**src/rtl/node_port_arbiter.sv**
```systemverilog
// node_port_arbiter: round-robin share of one node_controller between four ingress ports
// Ports: clk, reset (sync, active-high); req_valid[3:0], req_instr[4*DATA_W-1:0], req_ready[3:0]
//   from/to the link receivers; out_valid, out_ready, instruction_out, source_port to/from
//   node_controller; grant_count, stall_count saturating statistics (only with NODE_ARB_STATS_EN).
// Optional feature macro: NODE_ARB_STATS_EN
module node_port_arbiter #(
    parameter int DATA_W = 32
`ifdef NODE_ARB_STATS_EN
    ,
    parameter int STAT_W = 16
`endif
) (
    input  logic                clk,
    input  logic                reset,
    input  logic [3:0]          req_valid,
    input  logic [4*DATA_W-1:0] req_instr,
    output logic [3:0]          req_ready,
    output logic                out_valid,
    input  logic                out_ready,
    output logic [DATA_W-1:0]   instruction_out,
    output logic [1:0]          source_port
`ifdef NODE_ARB_STATS_EN
    ,
    output logic [STAT_W-1:0]   grant_count,
    output logic [STAT_W-1:0]   stall_count
`endif
);
    typedef enum logic {EMPTY = 1'b0, FULL = 1'b1} state_t;
    state_t state_q, state_d;
    logic [DATA_W-1:0] instr_q, instr_d;
    logic [1:0] port_q, port_d, last_q, last_d, win, idx;
    logic hit, load;

    assign out_valid = state_q == FULL;
    assign instruction_out = instr_q;
    assign source_port = port_q;
    assign load = ~out_valid | out_ready;
    assign req_ready = (load & hit & ~reset) ? 4'b0001 << win : 4'b0000;

    // Scan from lowest to highest priority so the nearest port after last_q is written last.
    always_comb begin
        win = last_q;
        hit = 1'b0;
        idx = last_q;
        for (int k = 3; k >= 0; k--) begin
            idx = last_q + 2'(k) + 2'd1;
            if (req_valid[idx]) begin
                win = idx;
                hit = 1'b1;
            end
        end
    end

    always_comb begin
        state_d = state_q;
        instr_d = instr_q;
        port_d  = port_q;
        last_d  = last_q;
        if (load) begin
            state_d = hit ? FULL : EMPTY;
            if (hit) begin
                instr_d = req_instr[32'(win)*DATA_W +: DATA_W];
                port_d  = win;
                last_d  = win;
            end
        end
    end

    always_ff @(posedge clk) begin
        if (reset) begin
            state_q <= EMPTY;
            instr_q <= '0;
            port_q  <= 2'd0;
            last_q  <= 2'd3;
        end else begin
            state_q <= state_d;
            instr_q <= instr_d;
            port_q  <= port_d;
            last_q  <= last_d;
        end
    end

`ifdef NODE_ARB_STATS_EN
    logic [STAT_W-1:0] grant_q, stall_q;

    assign grant_count = grant_q;
    assign stall_count = stall_q;

    always_ff @(posedge clk) begin
        if (reset) begin
            grant_q <= '0;
            stall_q <= '0;
        end else begin
            if (load && hit && !(&grant_q))
                grant_q <= grant_q + 1'b1;
            if (out_valid && !out_ready && !(&stall_q))
                stall_q <= stall_q + 1'b1;
        end
    end
`endif
endmodule
```
**config.mk**
```make
export PLATFORM = sky130hd
export DESIGN_NAME = node_port_arbiter
export DESIGN_NICKNAME = d
export VERILOG_FILES = /design/src/rtl/node_port_arbiter.sv
export SDC_FILE = /design/constraint.sdc
export NUM_CORES = 1
export LEC_CHECK = 0
export BUFFER_PORTS_ARGS = -buffer_cell sky130_fd_sc_hd__clkbuf_2
export CAP_MARGIN = 20
export CORE_MARGIN = 2
export CORE_UTILIZATION = 47
export DETAILED_ROUTE_END_ITERATION = 8
export GPL_TIMING_DRIVEN = 1
export MAX_ROUTING_LAYER = met4
export PLACE_DENSITY_LB_ADDON = 0.05
export RECOVER_POWER = 25
export SETUP_SLACK_MARGIN = 0.1
export SYNTH_ARGS = -nofsm -noshare
export SYNTH_HDL_FRONTEND = slang
export SYNTH_SLANG_ARGS = --single-unit
```
**constraint.sdc**
```tcl
create_clock -name clk -period 2.58 [get_ports clk]
set_clock_uncertainty 0.15 [all_clocks]
set_input_delay 0.387 -clock clk [delete_from_list [all_inputs] [get_ports clk]]
set_output_delay 0.387 -clock clk [all_outputs]
set_load 0.01 [all_outputs]
```
==> impl_metrics.csv <==
group,metric,value,unit
clocking,clock_latency,280,ps
final_layout,drive_gt1_frac,0.4477,
detailed_routing,firstDrtPassIters,4,
global_route,overflow,0,
synth,synth.area.top_cells,"dfxtp_1, o211ai_2, mux2i_1",
final_layout,utilization,0.6557,
timing,rsz0062_at_grt,"yes",
clocking,tritoncts,"done",
pwr,p_clk_frac,0.216,
pwr,vdd_drop_max,313.6,uV
place,dp_cells,543,
detailed_routing,wl_per_cell,14.03,um
pwr,power_density,519.7,nW/um^2
floorplanning,ios,174,
floorplanning,std_cell_rows,27,
place,hpwl,6013,um
clocking,cts_buffer_depth,2,
critical_path,arrival,1820,ps
detailed_routing,drc,0,
timing,setup_viol,0,
global_route,grt_usage,0.2427,
synth,yosysUniqueCellTypes,41,
critical_path,cp_max_fo,11,
pwr,pwr-share-seq,0.373,
pwr,switchingPower,669.6,uW
synth,synth_flop_cell,"dfxtp_1",
critical_path,end_kind,"primary output",
clocking,cts.clk_slew.worst_paths,70,ps
floorplanning,coreArea,5608,sq um
detailed_routing,totalWireLength,7717,um
global_route,grt_use_met3,0.04831,
timing,finalHoldViolCount,0,
critical_path,crit_type,"reg2out",
critical_path,r2r_slack,370,ps
clocking,cts_num_sinks,37,
final_layout,final_nets,613,
timing,tns,0,ps
min_path,hold_path.class,"in2reg",
detailed_routing,antenna_left,0,
floorplanning,die_area,6516,sq um
final_layout,diodes,0,
pwr,p_int,1242,uW
timing,slew_violations,0,
pwr,swShare,0.3504,
timing,layout_min_cycle_time,2355,ps
place,port_buffers,173,
synth,yosys.area.top_type,"dfxtp_1",
floorplanning,fp.dieW,80.72,um
detailed_routing,routed_via_density,5.305,
timing,timing.final.crit_share,0.9128,
synth,synth_seq_cells,37,
timing,fmax,0.4246,GHz
synth,syn_inst,316,
clocking,h-tree-depth,2,
place,gp_congestion,0.9379,
global_route,grt_pass1_vias,2674,
synth,yosysWarnings,0,
run,max_cap_violations,0,
synth,ys_seq_area_frac,0.2678,
synth,syn_nets,451,
global_route,use_met2,0.4200,
synth,netlist.area_leader.share,0.2678,
clocking,cts.hold.buffers_added,0,
status,status,"completed",
pwr,p_leak,0.001893,uW
synth,synth_area,2766,sq um
critical_path,path_cells,"buf_6 > nand2_1 > a21oi_2 > nand3b_4 > nand2_4 > nor2_1 > clkbuf_2",
final_layout,instances_no_fill,550,
global_route,grt_max_degree,64,
global_route,grt_use_met1,0.2786,
pwr,comb_power_share,0.410,
critical_path,worstPathRequired,2040,ps
detailed_routing,vias,2918,
final_layout,areaGrowthSynthToFinish,32.93,%
clocking,cts_made_buffers,5,
synth,ys_async_sr_fraction,0,
global_route,antenna_found_initial,0,
timing,tightest_slew,768.5,ps
global_route,grt_pass1_wl,12100,um
floorplanning,start_util,0.4933,
critical_path,max_stage_delay,390,ps
floorplanning,die_y,80.72,um
critical_path,start_kind,"flop",
clocking,ctsRootBufferMaster,"clkbuf_8",
critical_path,slowest_stage,"dfxtp_1",
timing,slew_headroom,0.4869,
global_route,grt-busiest-layer,"met2",
detailed_routing,drt_iter0_markers,138,
synth,synth_edf_count,0,
final_layout,n_fill_cell,502,
synth,syn_avg_cell_area,8.754,sq um
-- worst paths after layout --
check / depth (start not counted) / from / to
setup / recovery: 7 / last_q[1] / req_ready[1]
hold / removal: 2 / reset / out_valid
setup reg to reg: 7 / last_q[1] / instruction_out[24]
hold reg to reg: 2 / instruction_out[3] / instruction_out[3]
-- layer usage --
metal | routed length (um) | share of wire
met5 | 0 | 0
met2 | 3807 | 0.49
met1 | 3158 | 0.41
met3 | 612 | 0.079
met4 | 138 | 0.018
-- cell usage in the layout (no fill, tap or decap), types with 2 or more instances in the layout --
master    Yosys  routed
a21oi_1       5       4
dfxtp_1      37      37
clkbuf_8      0       6
o211ai_1      3       3
and2_4        2       2
o21ai_1      30      30
o21ai_0       8       8
buf_4         3       9
clkbuf_1     12      20
nor2_1       10      10
a31oi_1       2       2
nand2_1      38      38
inv_1         2       2
mux2i_1      33      33
a21boi_0     31      31
nand2b_1      5       5
and3_1       31      31
o211ai_2     28      28
clkbuf_2      0     155
-- power groups by stage --
stage	clock network [uW]	registers (uW)	logic [uW]
floorplan	0	758	521
global placement	0	726	788
detailed placement	0	725	801
CTS	427	714	803
global route	450	725	866
finish	413	714	784
-- metrics by stage --
stage / hold slack, ps / setup WS [ps] / power, uW / area, sq um
6_report: 220.1 / 225.0 / 1911 / 3677
3_3_place_gp: 304.8 / 166.9 / 1514 / 3601
4_1_cts: 204.9 / 148.6 / 1944 / 3691
3_5_place_dp: 310.7 / 136.4 / 1526 / 3601
5_1_grt: 220.0 / 89.24 / 2040 / 3677
2_1_floorplan: 306.4 / 490.0 / 1280 / 2766
-- sequential cells by signal, summed over array words and instances (netlist names) --
name,cells
last_q,2
source_port,2
out_valid,1
instruction_out,32
-- worst max-delay path: cells and delay by family (launching register included) --
| family | cells | cell delay [ps] |
|---|---|---|
| buf+inv | 2 | 330 |
| compound gates | 1 | 230 |
| simple gates | 4 | 600 |
| flops | 1 | 390 |
-- synth_stat cells, types with 2 or more instances --
cell and instances:
inv_1 2, nand2b_1 5, o21ai_0 8, a31oi_1 2, dfxtp_1 37, o211ai_2 28, buf_2 5, o21ai_1 30
mux2i_1 33, clkbuf_1 12, and3_1 31, nor2_1 10, o211ai_1 3, and2_4 2, a21oi_1 5, nand2_1 38
a21boi_0 31, buf_12 4, buf_6 6, buf_4 3
-- cells by family after synthesis --
logic type             synth area share
AND/OR/NAND/NOR                  0.1954
flip-flops                       0.2678
multiplexers                     0.1194
buffers and inverters           0.09091
AO/OA/AOI/OAI                    0.3266
-- area by class of cell --
type	instances	area [sq um]	area share
multi-input cells	246	1803	0.4903
repair buffers	185	945.9	0.2572
flip-flops and latches	37	740.7	0.2014
well taps	72	90.09	0.02450
inverters	3	11.26	0.003062
clock buffers	7	86.33	0.02348
-- what timing repair did --
action | CTS | global route
gates resized for setup | 1 | 2
pin swaps | 0 | 2
setup endpoints to repair | 1 | 2
setup buffers | 0 | 0
cloned | 0 | 0
No activity file was read; power rests on OpenSTA's default activity.
